--- config.mk ---
export PLATFORM = sky130hd
export DESIGN_NAME = dmem_arbiter
export DESIGN_NICKNAME = d
export VERILOG_FILES = /design/src/rtl/dmem_arbiter.sv
export SDC_FILE = /design/constraint.sdc
export NUM_CORES = 1
export LEC_CHECK = 0
export CAP_MARGIN = 20
export CORE_AREA = 2 2 112 114
export DETAILED_ROUTE_END_ITERATION = 10
export DIE_AREA = 0 0 114 116
export GPL_TIMING_DRIVEN = 0
export PLACE_DENSITY = 0.77
export SYNTH_ARGS = -nofsm -noshare
export SYNTH_HDL_FRONTEND = slang
export SYNTH_SLANG_ARGS = --single-unit
--- constraint.sdc ---
create_clock -name clk -period 4 [get_ports clk]
set_input_delay 1 -clock clk [delete_from_list [all_inputs] [get_ports clk]]
set_output_delay 1 -clock clk [all_outputs]
set_load 0.01 [all_outputs]
--- src/rtl/dmem_arbiter.sv ---
// Shares one data-memory port among NUM_REQ requesters, with one transaction in flight at a time.
// Arbitration is fixed priority (lowest index wins); define DMEM_ARB_RR_EN for round-robin.
module dmem_arbiter #(
  parameter int NUM_REQ = 2
) (
  input  logic                      clk,
  input  logic                      rst,
  input  logic [NUM_REQ-1:0]        req_valid,
  output logic [NUM_REQ-1:0]        req_ready,
  input  logic [NUM_REQ-1:0][31:0]  req_addr,
  input  logic [NUM_REQ-1:0][3:0]   req_rmask,
  input  logic [NUM_REQ-1:0][3:0]   req_wmask,
  input  logic [NUM_REQ-1:0][31:0]  req_wdata,
  output logic [NUM_REQ-1:0]        resp_valid,
  output logic [31:0]               resp_rdata,
  output logic [31:0]               dmem_addr,
  output logic [3:0]                dmem_rmask,
  output logic [3:0]                dmem_wmask,
  output logic [31:0]               dmem_wdata,
  input  logic [31:0]               dmem_rdata,
  input  logic                      dmem_resp
);

  localparam int PTR_W = (NUM_REQ > 1) ? $clog2(NUM_REQ) : 1;

  typedef logic [PTR_W-1:0] idx_t;

  typedef enum logic [1:0] {
    S_IDLE,
    S_ISSUE,
    S_WAIT,
    S_NOOP
  } state_e;

  state_e      state_q, state_d;
  idx_t        owner_q, owner_d;
  logic [31:0] addr_q, addr_d;
  logic [31:0] wdata_q, wdata_d;
  logic [3:0]  rmask_q, rmask_d;
  logic [3:0]  wmask_q, wmask_d;

`ifdef DMEM_ARB_RR_EN
  idx_t        rr_ptr_q, rr_ptr_d;
`endif

  idx_t        winner;
  logic        found;
  int          pos;

  // Scan from the search start (rr pointer or 0) and take the first valid requester.
  always_comb begin
    // NOTE: every comb output gets a default before any branch so no latch is inferred.
    winner = '0;
    found  = 1'b0;
    pos    = 0;
    for (int k = 0; k < NUM_REQ; k++) begin
`ifdef DMEM_ARB_RR_EN
      pos = int'(rr_ptr_q) + k;
      if (pos >= NUM_REQ) pos = pos - NUM_REQ;
`else
      pos = k;
`endif
      if (!found && req_valid[idx_t'(pos)]) begin
        found  = 1'b1;
        winner = idx_t'(pos);
      end
    end
  end

  // Next-state and latch logic.
  always_comb begin
    state_d = state_q;
    owner_d = owner_q;
    addr_d  = addr_q;
    wdata_d = wdata_q;
    rmask_d = rmask_q;
    wmask_d = wmask_q;
`ifdef DMEM_ARB_RR_EN
    rr_ptr_d = rr_ptr_q;
`endif
    case (state_q)
      S_IDLE: begin
        if (found) begin
          owner_d = winner;
          addr_d  = req_addr[winner];
          wdata_d = req_wdata[winner];
          wmask_d = req_wmask[winner];
          // A request with both masks set is treated as a store.
          rmask_d = (|req_wmask[winner]) ? 4'h0 : req_rmask[winner];
          state_d = (|req_wmask[winner] || |req_rmask[winner]) ? S_ISSUE : S_NOOP;
`ifdef DMEM_ARB_RR_EN
          rr_ptr_d = (winner == idx_t'(NUM_REQ - 1)) ? '0 : winner + idx_t'(1);
`endif
        end
      end
      S_ISSUE: state_d = S_WAIT;
      S_WAIT:  if (dmem_resp) state_d = S_IDLE;
      S_NOOP:  state_d = S_IDLE;
      default: state_d = S_IDLE;
    endcase
  end

  // Outputs are forced quiet while reset is asserted so a dropped transaction never completes.
  always_comb begin
    req_ready  = '0;
    resp_valid = '0;
    resp_rdata = '0;
    dmem_rmask = '0;
    dmem_wmask = '0;
    if (!rst) begin
      case (state_q)
        S_IDLE: req_ready[winner] = found;
        S_ISSUE: begin
          dmem_rmask = rmask_q;
          dmem_wmask = wmask_q;
        end
        S_WAIT: begin
          if (dmem_resp) begin
            resp_valid[owner_q] = 1'b1;
            resp_rdata          = (|rmask_q) ? dmem_rdata : 32'h0;
          end
        end
        S_NOOP: resp_valid[owner_q] = 1'b1;
        default: ;
      endcase
    end
  end

  assign dmem_addr  = addr_q;
  assign dmem_wdata = wdata_q;

  always_ff @(posedge clk) begin
    if (rst) begin
      state_q  <= S_IDLE;
      owner_q  <= '0;
      addr_q   <= '0;
      wdata_q  <= '0;
      rmask_q  <= '0;
      wmask_q  <= '0;
`ifdef DMEM_ARB_RR_EN
      rr_ptr_q <= '0;
`endif
    end else begin
      // NOTE: sequential state uses non-blocking assignments so all flops update together.
      state_q  <= state_d;
      owner_q  <= owner_d;
      addr_q   <= addr_d;
      wdata_q  <= wdata_d;
      rmask_q  <= rmask_d;
      wmask_q  <= wmask_d;
`ifdef DMEM_ARB_RR_EN
      rr_ptr_q <= rr_ptr_d;
`endif
    end
  end

endmodule
## Word level (Yosys, flattened, before mapping)

Cells that the tools add are included.

| storage, ports and cells | value |
|---|---|
| flip-flop bits (word level) | 75 |
| bits of input ports | 181 |
| output and inout bits | 108 |

| operators by class | value |
|---|---|
| magnitude comparators | 4 |
| equality and inequality tests | 5 |
| mux-type cells | 33 |
| bitwise logic cells | 1 |
| reduce and logical (&&, ||, !) cells | 11 |

Operators by type and width:

| cell | number |
|---|---|
| $mux 32 | 8 |
| $mux 4 | 9 |
| $mux 2 | 7 |
| $reduce_or 4->1 | 3 |
| $pmux 2 s4 | 1 |
| $mux 1 | 5 |
| $eq 2x2->1 const B | 2 |
| $lt 1x2->1 const B | 2 |
| $ne 2x2->1 const B | 2 |
| $pmux 2 s2 | 1 |
| $reduce_and 2->1 | 2 |
| $logic_and 1x1->1 | 3 |
| $and 2x2->2 | 1 |
| $demux 1 s1 | 2 |
| $eq 2x1->1 const B | 1 |
| $ge 1x1->1 const B | 2 |
| $logic_not 2->1 | 1 |
| $logic_not 1->1 | 1 |
| $logic_or 1x1->1 | 1 |

## Longest topological paths before layout

Gate-level depths: netlist of run 1.

| depth | value |
|---|---|
| word-level depth | 11 |
| gate-level depth with buffers | 7 |

## Least setup slack after synthesis of run 1

Ideal clock, no wire load.

| path | value |
|---|---|
| path type | input to output |
| start | in rst |
| end | out resp_rdata[0] |
| arrival time | 2.017 ns |
| required time | 3.000 ns |
| slack | 0.983 ns |
| cell stages on the path | 5 |
| cells stage by stage | buf_2 > nand2b_1 > nor4b_2 > clkbuf_2 > and2_1 |

| between the ends | value |
|---|---|
| cells in the longest elaborated chain, start to end | 1 |

Ends and longest elaborated chain:

| item | line | RTL |
|---|---|---|
| from (decl) | 7 | `input logic rst,` |
| $mux 32 | 110 | `if (!rst) begin` |
| to (decl) | 15 | `output logic [31:0] resp_rdata,` |

No other way between the ends.

## Final worst setup path of run 1

| path | value |
|---|---|
| start | in dmem_resp |
| end | out resp_rdata[0] |

| between the ends | value |
|---|---|
| cells in the longest elaborated chain, start to end | 3 |

Ends and longest elaborated chain:

| item | line | RTL |
|---|---|---|
| from (decl) | 21 | `input logic dmem_resp` |
| $mux 32 | 118 | `if (dmem_resp) begin` |
| $mux 32 | 111 | `case (state_q)` |
| $mux 32 | 110 |  |

No other way between the ends.

==> results of run 1 <==
-- worst max-delay path: stages --
cell             delay [ps]
clkdlybuf4s50_1         490
nor4b_4                 330
clkbuf_2                260
and2_1                  180
clkdlybuf4s50_1         560
-- synthesized netlist by cell type (2+ instances only) --
cell type | count | area (sq um)
a211oi_1 | 36 | 270.3
a211oi_2 | 33 | 412.9
a21oi_1 | 2 | 10.01
a221oi_1 | 4 | 35.03
and2_1 | 33 | 206.5
and3_1 | 8 | 50.05
buf_2 | 10 | 50.05
buf_4 | 11 | 82.58
buf_6 | 4 | 45.04
clkbuf_1 | 8 | 30.03
clkbuf_2 | 3 | 15.01
dfxtp_1 | 75 | 1501
mux2i_1 | 69 | 690.7
nand2b_1 | 2 | 12.51
nor2_1 | 76 | 285.3
nor2_2 | 2 | 12.51
nor3_1 | 7 | 35.03
nor3b_1 | 2 | 15.01
nor4_1 | 3 | 18.77
-- cells in the final DEF, fill, tap and decap left out, drive strengths merged --
cell type	netlist	routed
a21oi	2	2
clkinv	0	2
nand2b	2	2
nor4b	2	2
a221oi	4	4
nor2	78	78
nor3	7	7
o221ai	1	1
clkdlybuf4s50	0	286
mux2i	69	69
clkinvlp	0	2
buf	26	26
and2	33	33
or4	1	1
nor4	3	3
a211oi	69	69
nor3b	2	2
o22ai	1	1
bufinv	0	2
o21a	1	1
clkbuf	11	21
and3	8	8
dlymetal6s2s	0	1
dfxtp	75	75
o21ai	1	1
-- flip-flops by register name (all words and copies together), names as in the netlist --
| signal | cells |
|---|---|
| dmem_wdata | 32 |
| dmem_addr | 32 |
| rmask_q | 4 |
| owner_q | 1 |
| wmask_q | 4 |
| state_q | 2 |
-- cell type report --
cell class	instances	area [sq um]
well taps	147	183.9
flip-flops and latches	75	1501
fillers	1033	4674
clock buffers	10	239.0
multi-input cells	284	2122
plain buffers	37	226.5
clock inverters	6	88.84
repair buffers	287	2875
-- power breakdown --
group          internal, mW  switching, mW  leakage, nW
clock network         0.563          0.321        0.155
logic                 0.438          0.323         2.25
registers             0.840         0.0499        0.623
total                  1.84          0.694         3.03
-- logic make-up after synthesis --
logic type	synth area share
simple gates	0.1736
compound gates	0.1967
flops	0.3909
mux	0.1798
buf+inv	0.05896
-- final timing paths --
check | end
setup reg to reg | wmask_q[2]
setup / recovery | resp_rdata[0]
hold reg to reg | dmem_addr[31]
hold / removal | dmem_addr[31]
-- routing by layer --
layer / vias to the layer above / GRT usage / part of all wire
met4: 0 / 0.05772 / 0.016
met3: 16 / 0.05596 / 0.072
met1: 1893 / 0.2325 / 0.41
met2: 152 / 0.3651 / 0.50
met5: - / 0 / 0
li1: 2021 / - / -
==> results by group, run 1 <==
Status
  – Run status: finished, final reports clean

Place
  – Detailed Place HPWL: 11.41 mm
  – Place WS: 31.91 ps
  – # port buffers: 287
  – Placed cell area: 6898 sq um
  – Inst Count DP: 830
  – Gpl congestion: 0.7525

Setup path
  – Worst Setup End Kind: primary output
  – FF-to-FF path depth: 6
  – Critical path launch point: dmem_resp
  – CP Max Fanout: 10
  – Worst Path Class, Setup: primary input to primary output
  – R2R Path Start: state_q[1]
  – CP startpoint kind: primary input
  – Critical Path RT: 3000 ps
  – Flop2flop setup slack: 2390 ps
  – CP Data Arrival Time: 2820 ps

Timing
  – Fin crit period: 3819 ps
  – Final Hold Fails: 0
  – Setup ws final: 180.8 ps
  – Fin. max-slew vios: 0
  – Worst hold slack: 498.6 ps
  – Clock Skews: 5.607 ps
  – Setup TNS: 0 ps
  – Worst slew pin tran: 711.3 ps
  – FMAX: 0.2618 GHz
  – Period utilisation layout: 0.9548
  – RSZ-0062 raised after global routing: false
  – Max_slew headroom: 0.5258
  – # setup viols final: 0

Power
  – Leak: 3.026 nW
  – Peak VDD IR: 0.0002008 V
  – Total power: 2.535 mW
  – PD cells: 350.3 nW/um^2

Worst hold path
  – WHS Path Cells: 2
  – Worst hold-check path type: flip-flop to flip-flop
  – Hold_sp: dmem_addr[31]

Global routing
  – Global-route wire length before repair: 21.25 mm
  – GR Util All Layers: 0.2014
  – Largest net degree at the start of global routing: 14
  – Initial antenna violation count: 0
  – Vias in the first global route: 4242
  – GRT overflow: 0

Logic synthesis
  – Synth cell types: 27
  – Sequential fraction of the synthesis area: 0.3909
  – Warnings from Yosys: 0
  – Ys flop type: dfxtp_1
  – EDFF count, synth: 0
  – Asr flop ratio synth: 0
  – Syn nets: 577
  – Cell Area, Synth: 3841 sq um
  – Cells after synthesis: 396
  – Seq cells post-synth: 75
  – Mean Syn Cell Area: 9.700 sq um

Route
  – DRC: 0
  – Routed WL per cell: 16.74 um
  – Routed wire length: 14.17 mm
  – Post-route ant nets: 0
  – Via-per-instance ratio: 4.825
  – Pre-antenna DRT Iters: 4
  – Via count: 4082
  – DR iter-0 viols: 116

Flow run
  – Max-Cap Viols: 0

Floorplan
  – Initial Util: 0.3225
  – DIE HEIGHT: 116 um
  – # rows: 40
  – Core Region: 11910 sq um
  – Die Width: 114 um
  – Boundary Pins: 289
  – Die area: 13220 sq um

CTS
  – Clock Tree Buf Depth: 2
  – CTS tree: built
  – Later-pin clock latency in the skew report: 320 ps
  – Post CTS Setup Buffer Count: 0
  – Root buffer selected by CTS: clkbuf_16
  – Cts bufs inserted: 9
  – Clock Sink Count: 75
  – H-tree lvl count: 3
  – CTS resizes: 0
  – Clock-pin slew on the worst setup and hold paths: 60 ps
  – Hold_buf cts: 0

Layout
  – Area Growth Syn to Fin: 88.40%
  – Layout cells sized above 1: 0.1144
  – Non-filler cells, final: 846
  – Final instance area: 7237 sq um
  – Fin nets: 875
  – Antenna diode count: 0
  – Final Core Density: 0.6076
Note: power is estimated with default switching activity, not from simulation.
==> run 2: changes to the inputs <==
--- a/config.mk
+++ b/config.mk
@@ -5,10 +5,11 @@
 export SDC_FILE = /design/constraint.sdc
 export NUM_CORES = 1
 export LEC_CHECK = 0
+export ABC_AREA = 1
 export CAP_MARGIN = 20
-export CORE_AREA = 2 2 112 114
+export CORE_AREA = 2 2 111 113
 export DETAILED_ROUTE_END_ITERATION = 10
-export DIE_AREA = 0 0 114 116
+export DIE_AREA = 0 0 113 115
 export GPL_TIMING_DRIVEN = 0
 export PLACE_DENSITY = 0.77
 export SYNTH_ARGS = -nofsm -noshare
==> results by group, run 2 <==
Floorplan
  – Die Width: 113 um (-0.88%)
  – Initial Util: 0.3209 (-0.001610)
  – Core Region: 11810 sq um (-0.84%)
  – DIE HEIGHT: 115 um (-0.86%)
  – Die area: 13000 sq um (-1.7%)
  – Boundary Pins: 289 (unchanged)
  – # rows: 40 (unchanged)

Timing
  – Fin crit period: 3815 ps (-4.138 ps)
  – Setup ws final: 184.9 ps (+4.138 ps)
  – Worst slew pin tran: 706.4 ps (-4.907 ps)
  – Final Hold Fails: 0 (unchanged)
  – # setup viols final: 0 (unchanged)
  – Worst hold slack: 462.8 ps (-35.81 ps)
  – Clock Skews: 5.974 ps (+0.3667 ps)
  – FMAX: 0.2621 GHz (+0.11%)
  – Fin. max-slew vios: 0 (unchanged)
  – Period utilisation layout: 0.9538 (-0.001034)
  – RSZ-0062 raised after global routing: false
  – Max_slew headroom: 0.5291 (+0.003272)

Setup path
  – Critical Path RT: 3000 ps (about the same)
  – CP Data Arrival Time: 2820 ps (about the same)
  – CP startpoint kind: primary input
  – Worst Path Class, Setup: primary input to primary output
  – Buf+Inv Stages, Crit Path: 3 (unchanged)
  – CP peak stage delay: 690 ps (+130 ps)
  – CP most frequent cell: clkdlybuf4s50_1
  – Worst Setup End Kind: primary output
  – CP Max Fanout: 10 (unchanged)
  – Cell family with most CP delay: buffers and inverters
  – Worst-path cell chain: clkdlybuf4s50_1 -> nand3_1 -> buf_2 -> nor3b_1 -> clkdlybuf4s50_1
  – Slowest CP cell: clkdlybuf4s50_1

Layout
  – Final instance area: 7156 sq um (-1.1%)
  – Most common cell after layout, fill and taps aside: clkdlybuf4s50_1
  – Final Core Density: 0.6058 (-0.001737)
  – Fin nets: 1056 (+21%)
  – Most frequent cells in the layout: clkdlybuf4s50_1 (286), nor2_1 (137), nand2_1 (95), a21oi_1 (75), dfxtp_1 (75)
  – Layout cells sized above 1: 0.05795 (-0.05649)
  – Antenna diode count: 0 (unchanged)
  – Area Growth Syn to Fin: 88.81%

Logic synthesis
  – Warnings from Yosys: 0 (unchanged)
  – Cell Area, Synth: 3790 sq um (-1.3%)
  – Simple-gate share of the synthesized area: 0.3192 (+0.1456)
  – Adder-Cell Fraction of Synth Area: 0 (unchanged)
  – Sequential fraction of the synthesis area: 0.3962 (+0.005291)
  – Syn nets: 758 (+31%)
  – XOR/XNOR Fraction of Synth Area: 0 (unchanged)
  – Asr flop ratio synth: 0 (unchanged)
  – Post-synth top area cell: dfxtp_1
  – Post-synthesis mux area share: 0 (-0.1798)
  – Largest family of logic cells by synthesized area: simple AND/OR/NAND/NOR gates
  – Largest cells by area after synthesis: dfxtp_1 (40%), nor2_1 (14%), a21oi_1 (9.9%), nand2_1 (9.4%), nor3b_1 (6.3%)
  – EDFF count, synth: 0 (unchanged)
  – Compound-gate portion of the synthesized area: 0.2053 (+0.008606)
  – Cells after synthesis: 577 (+46%)
  – Mean Syn Cell Area: 6.568 sq um (-32%)
  – Seq cells post-synth: 75 (unchanged)
  – Commonest cells post-synth: nor2_1 (137), nand2_1 (95), a21oi_1 (75), dfxtp_1 (75), o21ai_0 (44)
  – Synth cell types: 23 (-15%)
  – Most common cell in the netlist: nor2_1
  – Ys flop type: dfxtp_1
  – Post-synth top area share: 0.3962 (+0.005291)

Global routing
  – Initial antenna violation count: 0 (unchanged)
  – Global-route wire length before repair: 24.20 mm (+14%)
  – Vias in the first global route: 4588 (+8.2%)
  – GRT overflow: 0 (unchanged)
  – GR Util All Layers: 0.2371 (+0.03564)
  – Largest net degree at the start of global routing: 13 (-1)

CTS
  – Clock Sink Count: 75 (unchanged)
  – Clock Tree Buf Depth: 2 (unchanged)
  – H-tree lvl count: 3 (unchanged)
  – CTS tree: built
  – Root buffer selected by CTS: clkbuf_16
  – Cts bufs inserted: 9 (unchanged)
  – Clock-pin slew on the worst setup and hold paths: 60 ps (about the same)
  – Later-pin clock latency in the skew report: 320 ps (about the same)

Route
  – Via count: 4842 (+19%)
  – Routed wire length: 15.98 mm (+13%)
  – DR iter-0 viols: 252 (+120%)
  – DRC: 20 (+20)
  – Post-route ant nets: 0 (unchanged)
  – Via-per-instance ratio: 4.715 (-2.3%)
  – Routed WL per cell: 15.56 um (-7.1%)
  – Pre-antenna DRT Iters: 8 (+4)

Flow run
  – Max-Cap Viols: 0 (unchanged)

Status
  – Violated checks: DRC
  – Run status: finished, violations left

Place
  – Detailed Place HPWL: 12.51 mm (+9.6%)
  – Gpl congestion: 0.8751 (+16%)
  – Placed cell area: 6847 sq um (-0.74%)
  – # port buffers: 287 (unchanged)
  – Place WS: -78.75 ps (-110.7 ps)

Power
  – Leak: 2.747 nW (-9.2%)
  – PD cells: 341.2 nW/um^2 (-2.6%)
  – Peak VDD IR: 0.0001737 V (-13%)
  – Total power: 2.441 mW (-3.7%)

Worst hold path
  – Worst hold-check path type: flip-flop to flip-flop
## run 2: cell count changes in the layout (fill, tap and decap cells not counted), sizes merged, moves of 5 or more
| cell | previous run | this run |
|---|---|---|
| nand2 | 0 | 96 |
| a21oi | 2 | 75 |
| o21ai | 1 | 73 |
| nand3 | 0 | 5 |
| a211oi | 69 | 0 |
| and3 | 8 | 0 |
| and2 | 33 | 0 |
| clkbuf | 21 | 31 |
| mux2i | 69 | 0 |
| nor2 | 78 | 139 |
| inv | 0 | 22 |
| nor3b | 2 | 32 |
## run 2: worst paths after layout
check,slack (ps),to,start,cells past startpoint
max,180,resp_rdata[3],dmem_resp,5
min,460,dmem_addr[6],dmem_addr[6],2
max reg2reg,2310,dmem_wdata[13],state_q[1],6
min reg2reg,460,dmem_addr[6],dmem_addr[6],2
## run 2: kinds of logic after synthesis
group	after synthesis
and+or+nand+nor	281
AOI/OAI and AO/OA	152
DFF	75
buffers and inverters	69
## run 2: stage by stage
stage	TNS, ps	std cells
2_1_floorplan	0	577
3_3_place_gp	-58.98	1011
3_5_place_dp	-78.75	1011
4_1_cts	0	1027
5_1_grt	0	1027
6_report	0	1027
## run 2: tightest hold or removal path: cells and delay by family, from the launching register on
kind	cells	cell delay, ps
flip-flops	1	310
AND/OR/NAND/NOR	1	60
AO/OA/AOI/OAI	1	50
## run 2: where the power goes
| part | switching [mW] | internal (mW) |
|---|---|---|
| clock network | 0.312 | 0.517 |
| registers | 0.0391 | 0.829 |
| logic | 0.349 | 0.396 |
## run 2: what timing repair did
action                                  in CTS  in global routing
setup buffers                                0                  0
gates resized for setup                      1                  1
hold buffers                                 0                  0
endpoints found under the setup margin       1                  1
pin swaps                                    0                  0
## run 2: area by class of cell
class                      instances  area [sq um]
fill                            1148          4656
inverter                          23         86.33
sequential                        75          1501
multi-input combinational        433          1988
clock buffer                      12         256.5
clock inverter                     4         48.80
tap                              147         183.9
buffer                            46         215.2
timing repair buffer             287          2875
## run 2: metal layers
layer	wire [um]	GRT usage	vias up
met1	6181	0.2662	2155
li1	-	-	2477
met2	7930	0.4204	193
met4	257	0.06423	0
met5	0	0	-
met3	1606	0.09331	17
